File: src/rtl/fetch_pkg.sv
// Shared types and constants for the instruction fetch stage.
package fetch_pkg;

  typedef enum logic [1:0] {IDLE, REQ, DISCARD} fetch_state_t;

  typedef struct packed {
    logic [31:0] word;
    logic [31:0] pc;
  } fetch_entry_t;

  localparam logic [31:0] PC_STEP        = 32'd4;
  localparam logic [31:0] PC_READ_OFFSET = 32'd8;

  function automatic logic [31:0] word_align(input logic [31:0] a);
    return a & ~32'h3;
  endfunction

endpackage

File: src/rtl/fetch_fifo.sv
// Instruction buffer: power-of-two depth ring with flush; head read straight from storage.
module fetch_fifo
  import fetch_pkg::*;
#(
  parameter int DEPTH = 4
) (
  input  logic                     clk,
  input  logic                     reset,
  input  logic                     push,
  input  fetch_entry_t             push_data,
  input  logic                     pop,
  input  logic                     flush,
  output fetch_entry_t             head,
  output logic [$clog2(DEPTH):0]   count,
  output logic                     full,
  output logic                     empty
);

  localparam int AW = $clog2(DEPTH);
  localparam int CW = AW + 1;

  fetch_entry_t    mem [DEPTH];
  logic [AW-1:0]   wr_ptr, rd_ptr;
  logic            do_push, do_pop;

  assign do_push = push & (~full | pop);
  assign do_pop  = pop & ~empty;

  always_ff @(posedge clk or posedge reset) begin
    if (reset) begin
      wr_ptr <= '0;
      rd_ptr <= '0;
      count  <= '0;
      for (int i = 0; i < DEPTH; i++) mem[i] <= '0;
    end else if (flush) begin
      wr_ptr <= '0;
      rd_ptr <= '0;
      count  <= '0;
    end else begin
      if (do_push) begin
        mem[wr_ptr] <= push_data;
        wr_ptr      <= wr_ptr + AW'(1);
      end
      if (do_pop) rd_ptr <= rd_ptr + AW'(1);
      count <= count + CW'(do_push) - CW'(do_pop);
    end
  end

  assign head  = mem[rd_ptr];
  assign full  = (count == CW'(DEPTH));
  assign empty = (count == '0);

endmodule

File: src/rtl/instr_fetch_unit.sv
// Fetch stage: PC, single-outstanding imem req/ack, instruction buffer and branch redirect.
module instr_fetch_unit
  import fetch_pkg::*;
#(
  parameter logic [31:0] RESET_PC   = 32'h0000_0000,
  parameter int          FIFO_DEPTH = 4
) (
  input  logic        clk,
  input  logic        reset,
  output logic        imem_req,
  output logic [31:0] imem_addr,
  input  logic        imem_ack,
  input  logic [31:0] imem_rdata,
  output logic        instr_valid,
  input  logic        instr_ready,
  output logic [31:0] instr,
  output logic [31:0] instr_pc,
  output logic [31:0] pc_plus8,
  input  logic        pc_src,
  input  logic [31:0] branch_target
);

  localparam int CW = $clog2(FIFO_DEPTH) + 1;

  fetch_state_t  state, state_nxt;
  logic [31:0]   fetch_pc, disc_addr, target;
  logic [CW-1:0] count, count_after;
  logic          full, empty, push, pop, slot_after;
  fetch_entry_t  head, push_data;

  assign target      = word_align(branch_target);
  assign pop         = ~empty & instr_ready;
  assign push        = (state == REQ) & imem_ack & ~pc_src;
  assign push_data   = '{word: imem_rdata, pc: fetch_pc};
  // A request is only in flight while count < depth, so count+1 cannot overflow.
  assign count_after = count + CW'(1) - CW'(pop);
  assign slot_after  = (count_after < CW'(FIFO_DEPTH));

  fetch_fifo #(.DEPTH(FIFO_DEPTH)) u_fifo (
    .clk       (clk),
    .reset     (reset),
    .push      (push),
    .push_data (push_data),
    .pop       (pop),
    .flush     (pc_src),
    .head      (head),
    .count     (count),
    .full      (full),
    .empty     (empty)
  );

  always_ff @(posedge clk or posedge reset) begin
    if (reset) state <= IDLE;
    else       state <= state_nxt;
  end

  always_comb begin
    state_nxt = state;
    case (state)
      IDLE:    if (pc_src || !full) state_nxt = REQ;
      REQ: begin
        if (pc_src)        state_nxt = imem_ack ? REQ : DISCARD;
        else if (imem_ack) state_nxt = slot_after ? REQ : IDLE;
      end
      DISCARD: if (imem_ack) state_nxt = REQ;
      default: state_nxt = IDLE;
    endcase
  end

  always_comb begin
    imem_req  = (state != IDLE);
    imem_addr = (state == DISCARD) ? disc_addr : fetch_pc;
  end

  // disc_addr keeps the abandoned address on the bus until its ack drains.
  always_ff @(posedge clk or posedge reset) begin
    if (reset) begin
      fetch_pc  <= RESET_PC;
      disc_addr <= RESET_PC;
    end else begin
      if (pc_src)    fetch_pc <= target;
      else if (push) fetch_pc <= fetch_pc + PC_STEP;
      if (pc_src && state == REQ && !imem_ack) disc_addr <= fetch_pc;
    end
  end

  assign instr_valid = ~empty;
  assign instr       = head.word;
  assign instr_pc    = head.pc;
  assign pc_plus8    = head.pc + PC_READ_OFFSET;

endmodule

File: config.mk
export PLATFORM = sky130hd
export DESIGN_NAME = instr_fetch_unit
export DESIGN_NICKNAME = d
export VERILOG_FILES = /design/src/rtl/fetch_pkg.sv /design/src/rtl/fetch_fifo.sv /design/src/rtl/instr_fetch_unit.sv
export SDC_FILE = /design/constraint.sdc
export NUM_CORES = 1
export LEC_CHECK = 0
export BUFFER_PORTS_ARGS = -buffer_cell sky130_fd_sc_hd__buf_2
export CAP_MARGIN = 5
export CORE_MARGIN = 5
export CORE_UTILIZATION = 58
export CTS_CLUSTER_DIAMETER = 30
export CTS_CLUSTER_SIZE = 12
export DETAILED_ROUTE_END_ITERATION = 8
export PLACE_DENSITY = 0.76
export SLEW_MARGIN = 10
export SYNTH_ARGS = -nofsm -noshare
export SYNTH_HDL_FRONTEND = slang
export SYNTH_SLANG_ARGS = --single-unit
File: constraint.sdc
create_clock -name clk -period 12.7 [get_ports clk]
set_input_delay 2.54 -clock clk [delete_from_list [all_inputs] [get_ports clk]]
set_output_delay 2.54 -clock clk [all_outputs]
set_load 0.005 [all_outputs]
* Word level (Yosys, flattened, before mapping) *
Cells that the tools add are included.
Widths: inputs -> output; s select.

storage, ports and cells
  register bits = 329
  bits in latches = 0
  RAM bits = 0
  bits in read-only memories = 0
  bits of input ports = 69
  word-level logic and storage cells = 78
  memories = 0

operators by class
  $add $sub $neg = 8
  multiply operators = 0
  div/mod/pow operators = 0
  order comparisons = 4
  equal/unequal tests = 6
  shift operators = 0
  multiplexer cells = 21
  bitwise operators = 11
  reductions and logical operators = 14

operator list
  operator               count
  $bwmux 256             1
  $mux 64                3
  $bmux 64 s2            1
  $demux 64 s2           1
  $mux 32                3
  $add 32x3->32 const B  1
  $add 32x4->32 const B  1
  $mux 2                 9
  $reduce_bool 2->1      4
  $ge 3x3->1 const B     2
  $not 2->3              2
  $pmux 2 s3             1
  $sub 3x1->3            2
  $and 1x1->1            5
  $add 2x1->2 const B    2
  $ne 2x2->1 const B     2
  $add 3x1->3            1
  $add 3x1->3 const B    1
  $eq 3x3->1 const B     1
  $logic_and 1x1->1      3
  $logic_not 3->1        1
  $lt 3x1->1 const B     1
  $lt 3x3->1 const B     1
  $mux 3                 1
  other kinds (11)       14

* Longest topological paths before layout *
Gate-level depths: netlist of run 1.

  word-level depth = 9
  depth in mapped cells = 10
  mapped depth without buffers = 10

* Cells and area by module *
Synthesis of run 1 repeated with hierarchy kept, for this count alone.

second synthesis, totals
  cells, all modules = 1049
  area total of the unflattened synthesis = 15904.0 um2

modules (own cells, without submodules)
  module            instances  cells an instance  area each (um2)
  fetch_fifo        1          667                12096.6
  instr_fetch_unit  1          382                3807.4

* Worst setup path before layout of run 1 *
Ideal clock, no wire load.

  path kind = register to output
  start point = reg u_fifo.rd_ptr[1]
  end point = out pc_plus8[31]
  arrival = 2202 ps
  required time = 10160 ps
  setup slack = 7958 ps
  cell stages (with the launch flop) = 10
  buffers on the path = 3
  cells stage by stage = dfrtp_1 -> buf_6 -> buf_12 -> buf_12 -> mux4_1 -> ha_1 -> nand4_1 -> nor4_4 -> nand4_1 -> xnor2_1

on the way
  word-level cells in the longest chain between the ends = 5

ends and longest elaborated chain
  item                                        line                    RTL
  start: declaration                          fetch_fifo.sv:23        logic [AW-1:0] wr_ptr, rd_ptr;
  start signal: assignment                    fetch_fifo.sv:44        if (do_pop) rd_ptr <= rd_ptr + AW'(1);
  $not 2->3 (not written as such)             fetch_fifo.sv:49        assign head = mem[rd_ptr];
  $bmux 64 s2                                 fetch_fifo.sv:49
  $mux 64 (not written as such) (2 in a row)  fetch_fifo.sv:49
  via instr_pc[3]                             instr_fetch_unit.sv:17  output logic [31:0] instr_pc,
  $add 32x4->32                               instr_fetch_unit.sv:90  assign pc_plus8 = head.pc + PC_READ_OFFSET;
  end: declaration                            instr_fetch_unit.sv:18  output logic [31:0] pc_plus8,

The timed path passes the listed nets, and every way through them passes these cells. The select of a mux whose other input is x is not followed.

* Worst setup path after layout of run 1 *
  start point = reg u_fifo.rd_ptr[1]
  end point = out pc_plus8[31]

on the way
  word-level cells in the longest chain between the ends = 5

ends and longest elaborated chain
  item                                        line
  $not 2->3 (not written as such)             fetch_fifo.sv:49
  $bmux 64 s2                                 fetch_fifo.sv:49
  $mux 64 (not written as such) (2 in a row)  fetch_fifo.sv:49
  $add 32x4->32                               instr_fetch_unit.sv:90

No other way between the ends. The select of a mux whose other input is x is not followed.

==> flow_summary.toml, run 1 <==
[routing]
avgViaCountPerCell = 5.79
drt-pass1-iter-count = 4
drt_iter0_drc = 455
drcViolationCount = 0
wl_um = 33100
antenna_left = 0
dr_total_vias = 9360
drt-wirelength-per-cell_um = 20.5

[placed_design]
dp_cells = 1503
gp_congestion = 0.763
numPortBuffers = 190
hpwlAfterDp_um = 19800

[global_route]
grt_pass1_wl_um = 53600
busiest_layer = "met2"
gr-total-overflow = 0
grt_use_met3_pct = 5.81
track_usage_pct = 23.0
antenna_found_initial = 3
use_met2_pct = 37.8
grt_max_degree = 132
grt_pass1_vias = 9912
use_met1_pct = 30.7

[power_and_ir_drop]
p_comb_share_pct = 29.0
power_mw = 4.47
netSwitchingPower_mw = 1.29
power_density_nw_per_um2 = 245
total_leakage_power_nw = 8.60
pwr-share-seq_pct = 35.2
p_int_mw = 3.18
p_sw_share_pct = 28.9
clkPwrFrac_pct = 35.8
ir_drop_uv = 146

[finish]
drive_gt1_share_pct = 50.9
final_common_cell = "dfrtp_1"
utilization_pct = 70.7
syn2layout_area_growth_pct = 20.9
final_cells = 1617
layout.nets = 1310
mostFrequentLayoutCells = "dfrtp_1 (315), mux2_2 (284), buf_2 (190)"

[worst_setup_path]
worstSetupPathType = "reg2out"
path_buf_inv = 2
path_depth = 7
crit_path_end = "pc_plus8[31]"
worstPathArrival_ps = 3610
crit_chain = "buf_4 -> mux4_1 -> nand4_1 -> nor3_2 -> nand4_1 -> xnor2_1 -> buf_2"
cpMostUsedCell = "nand4_1"
slowest_delay_ps = 800
r2r_setup_slack_ps = 9860
crit_path_end_kind = "primary output"
slowest_stage = "buf_4"
startpoint = "u_fifo.rd_ptr[1]"
regToRegStartpoint = "state[0]"
r2r-end = "u_fifo.mem[143]"
crit_required_ps = 10160
critPathTopFamily = "buffers and inverters"
start_kind = "register"
ff2ff_path_depth = 4
path_max_fanout = 44

[clocking]
cts-buffers-inserted = 61
worstSkewPairLatency_ps = 560
ctsResizeCount = 0
post-cts-setup-buffers = 0
cts.path.max_buffers = 3
hold_buffers = 0
cts_tree = "done"
cts_sinks = 317
cts_root_buf = "clkbuf_16"
clk_pin_slew_ps = 50
h-tree-depth = 2

[logic_synthesis]
synth_edf_count = 0
ys.flop_type = "dfrtp_1"
syn_area_um2 = 15100
syn_avg_cell_area_um2 = 14.4
synth_cells = 1051
synth.distinct_cells = 49
ys_warn_count = 0
async_reset_ff_share_pct = 100
synth_seq_cells = 317
seq_area_frac_synth_pct = 52.5

[flow_run]
drv_cap = 0

[timing]
final_hold_viol_count = 0
slew-limit-headroom_pct = 24.9
whs_ps = 481
fin_crit_sh_pct = 48.5
tightest_slew_ps = 1120
tns_ps = 0
finalSetupViolations = 0
fmax_mhz = 162
rsz0062_at_grt = "no"
fin_skew_ps = 14.8
fin_crit_ps = 6150
drv_slew = 0

[worst_hold_path]
whs_path_depth = 1
hp-class = "reg2reg"

[outcome]
status = "completed"

[floorplan]
rows = 59
start_util_pct = 58.4
die_area_um2 = 29400
core_area_um2 = 25800
die_h_um = 171
io_pins = 199
fp.dieW_um = 171
[metal layers]
metal	vias up	share of wire, %
met5	-	0.10
met4	6	2.1
met3	59	7.0
met2	258	49
met1	4841	42
li1	4196	-
[layout make-up]
type                       instances  area [um^2]
multi-input combinational        638         6730
clock buffer                      83         1720
fill                            1765         7580
inverter                          15         63.8
sequential                       317         7940
tap                              335          419
antenna                            1         2.50
clock inverter                    30          375
timing repair buffer             198         1010
[synth_stat cells (2+ instances only)]
master	instances	area, um^2
dfrtp_1	317	7930
mux2_2	284	3200
nand2_1	61	229
mux4_2	44	991
buf_2	38	190
clkbuf_1	33	124
o21ai_0	33	165
xor2_1	32	280
xnor2_1	29	254
mux2_1	20	225
mux4_1	18	473
nand3_1	17	85.1
nand4_1	16	100
inv_1	15	56.3
nor2_1	13	48.8
buf_4	9	67.6
ha_1	9	113
nor3_1	8	40.0
and2_1	4	25.0
and4_1	4	35.0
nand2_2	4	25.0
and3_1	3	18.8
buf_1	3	11.3
a21o_1	2	15.0
buf_12	2	40.0
mux2i_1	2	20.0
nand3_2	2	20.0
nand4_4	2	42.5
nand4b_1	2	17.5
nor2b_1	2	12.5
nor3_4	2	32.5
nor4_1	2	12.5
nor4_4	2	42.5
nor4b_1	2	17.5
[through the flow]
step                worst slack [ps]  cell area, um^2
global route                    6240            18300
detailed placement              7090            16200
CTS                             6480            18300
floorplan                       1390            15100
global placement                7130            16200
finish                          6550            18300
[worst register-to-register path: cells and delay by family (launching register included)]
family           cells  cell delay, ps
muxes                1             570
and+or+nand+nor      3            1640
DFF                  1             500
[worst min path at each step]
stage | startpoint | end | slack, ps
6_report | u_fifo.mem[91] | u_fifo.mem[91] | 480
5_1_grt | u_fifo.mem[157] | u_fifo.mem[157] | 490
4_1_cts | u_fifo.mem[21] | u_fifo.mem[21] | 480
3_5_place_dp | u_fifo.mem[21] | u_fifo.mem[21] | 470
3_3_place_gp | u_fifo.mem[21] | u_fifo.mem[21] | 460
2_1_floorplan | u_fifo.mem[85] | u_fifo.mem[85] | 440
[sequential cells by signal (all words and copies together) (netlist names)]
register       cells
disc_addr         30
fetch_pc          30
state              2
u_fifo.count       3
u_fifo.mem       248
u_fifo.rd_ptr      2
u_fifo.wr_ptr      2
[cells by family (layout without fill, tap and decap cells)]
kind of cell	count (synthesis)	count (layout)	synth area share, %
flip-flops	317	317	52.5
XOR/XNOR	61	61	3.54
AND/OR/NAND/NOR	154	154	5.79
adder cells (fa/ha/maj)	10	10	0.879
multiplexers	368	368	32.5
buffers and inverters	101	326	3.32
AO/OA/AOI/OAI	39	39	1.39
other	1	7	0.0248
[power by group through the flow]
stage | clock network [mW] | logic [mW] | registers, mW
after floorplan | 0 | 0.926 | 1.48
after global placement | 0 | 1.28 | 1.55
after detailed placement | 0 | 1.31 | 1.58
after CTS | 1.63 | 1.32 | 1.57
after global routing | 1.68 | 1.41 | 1.61
final | 1.60 | 1.30 | 1.57
No activity file was read; power rests on OpenSTA's default activity.
==> run 2, diff against run 1 <==
==> constraint.sdc (replaced) <==
create_clock -name clk -period 5.78 [get_ports clk]
set_input_delay 1.156 -clock clk [delete_from_list [all_inputs] [get_ports clk]]
set_output_delay 1.156 -clock clk [all_outputs]
set_load 0.005 [all_outputs]
==> run 2 against run 1 <==
Compared with the run above: clock power up 140%; worst hold slack worse by 10 ps; cell area rose by 1.5%; critical path type unchanged; highest routed layer unchanged.
==> flow_summary.toml, run 2 (synthesis results as in run 1) <==
[global_route]
grt_pass1_vias = 10300
track_usage_pct = 23.7
grt_max_degree = 129
antenna_found_initial = 4
gr-total-overflow = 0
grt_pass1_wl_um = 54800

[clocking]
worstSkewPairLatency_ps = 560
clk_pin_slew_ps = 50
cts_sinks = 317
h-tree-depth = 3
post-cts-setup-buffers = 0
cts_root_buf = "clkbuf_16"
cts-buffers-inserted = 66
cts.path.max_buffers = 3
cts_tree = "done"
ctsResizeCount = 0
hold_buffers = 0

[worst_setup_path]
path_max_fanout = 34
worstPathArrival_ps = 3370
r2r-end = "u_fifo.mem[152]"
crit_path_end_kind = "primary output"
crit_path_end = "pc_plus8[30]"
worstSetupPathType = "reg2out"
regToRegStartpoint = "state[0]"
start_kind = "register"
ff2ff_path_depth = 4
crit_required_ps = 4620
startpoint = "u_fifo.rd_ptr[1]"
r2r_setup_slack_ps = 2880

[placed_design]
place_ws_ps = 1730
dp_cells = 1505
hpwlAfterDp_um = 20200
gp_congestion = 0.754
numPortBuffers = 190
placed_area_um2 = 16200

[worst_hold_path]
hp-class = "reg2reg"

[timing]
fin_ws_ps = 1250
tns_ps = 0
fmax_mhz = 221
drv_slew = 0
fin_crit_sh_pct = 78.4
slew-limit-headroom_pct = 25.3
fin_crit_ps = 4530
tightest_slew_ps = 1120
rsz0062_at_grt = "no"
finalSetupViolations = 0
final_hold_viol_count = 0
fin_skew_ps = 24.8

[floorplan]
fp.dieW_um = 171
io_pins = 199
core_area_um2 = 25800
die_area_um2 = 29400
start_util_pct = 58.4
die_h_um = 171
rows = 59

[finish]
utilization_pct = 71.7
largest_reg_flops = 248
final_cells = 1625
fillers = 1730
top_register = "u_fifo.mem"
mostFrequentLayoutCells = "dfrtp_1 (315), mux2_2 (284), buf_2 (190)"
top_regs = "u_fifo.mem: 248 flops, disc_addr: 30 flops, fetch_pc: 30 flops"
regArea_um2 = 7940
final_common_cell = "dfrtp_1"
drive_gt1_share_pct = 51.5
layout.nets = 1318
finalInstanceArea_um2 = 18500
syn2layout_area_growth_pct = 22.7
multi_input_area_um2 = 6720

[power_and_ir_drop]
p_sw_share_pct = 28.9
ir_drop_uv = 353
clkPwrFrac_pct = 37.9
netSwitchingPower_mw = 2.94
pwr-share-seq_pct = 34.2
p_int_mw = 7.23
total_leakage_power_nw = 8.74
power_density_nw_per_um2 = 549
p_comb_share_pct = 27.9

[routing]
wl_um = 33700
drt_iter0_drc = 360
drt-wirelength-per-cell_um = 20.7
drcViolationCount = 0
antenna_left = 0
dr_total_vias = 9410
drt-pass1-iter-count = 4
avgViaCountPerCell = 5.79

[outcome]
status = "completed"

[flow_run]
drv_cap = 0
==> run 2: cell types whose count changed in the layout (fill, tap and decap cells not counted), moves of 2 or more <==
cell,change
buf_12,+2
clkbuf_16,+6
clkinv_8,+2
clkinv_2,-2
clkinv_4,+2
inv_6,+3
clkbuf_1,-5
==> run 2: area by class of cell <==
class	instances	area share, %
antenna	1	0.0135
timing repair buffer	201	5.82
clock inverter	34	2.47
sequential	317	42.8
multi-input combinational	638	36.3
tap	335	2.26
inverter	15	0.324
clock buffer	84	10.0
==> run 2: how the worst min path moves through the flow <==
| stage | start | end | slack, ps | depth (start not counted) |
|---|---|---|---|---|
| 2_1_floorplan | u_fifo.mem[85] | u_fifo.mem[85] | 440 | 2 |
| 3_3_place_gp | u_fifo.mem[149] | u_fifo.mem[149] | 460 | 2 |
| 3_5_place_dp | u_fifo.mem[85] | u_fifo.mem[85] | 460 | 2 |
| 4_1_cts | u_fifo.mem[85] | u_fifo.mem[85] | 470 | 2 |
| 5_1_grt | reset | u_fifo.mem[186] | 500 | 2 |
| 6_report | u_fifo.mem[85] | u_fifo.mem[85] | 470 | 2 |
==> run 2: worst max-delay path, cell delays in order (launching register included) <==
cell and delay, ps:
dfrtp_4 790, buf_4 670, mux4_1 770, nand3_1 150, nor3_2 70, nand4_1 110, xnor2_1 120, buf_2 130
==> run 2: metal layers <==
metal	up-vias	wire (um)	global-route usage [%]
met3	50	2430	6.50
li1	4213	-	-
met5	-	28	0
met2	262	16800	39.3
met1	4879	13800	30.5
met4	6	685	7.72
==> run 2: metrics by stage <==
step,power (mW),hold WS (ps)
6_report,10.2,471
5_1_grt,10.7,497
4_1_cts,10.3,474
3_5_place_dp,6.35,464
3_3_place_gp,6.24,455
2_1_floorplan,5.29,442
==> run 2: power groups by stage <==
stage          logic, mW  clock network, mW  registers, mW
2_1_floorplan       2.03                  0           3.26
3_3_place_gp        2.80                  0           3.44
3_5_place_dp        2.86                  0           3.49
4_1_cts             2.89               3.92           3.48
5_1_grt             3.11               4.04           3.57
6_report            2.84               3.85           3.48
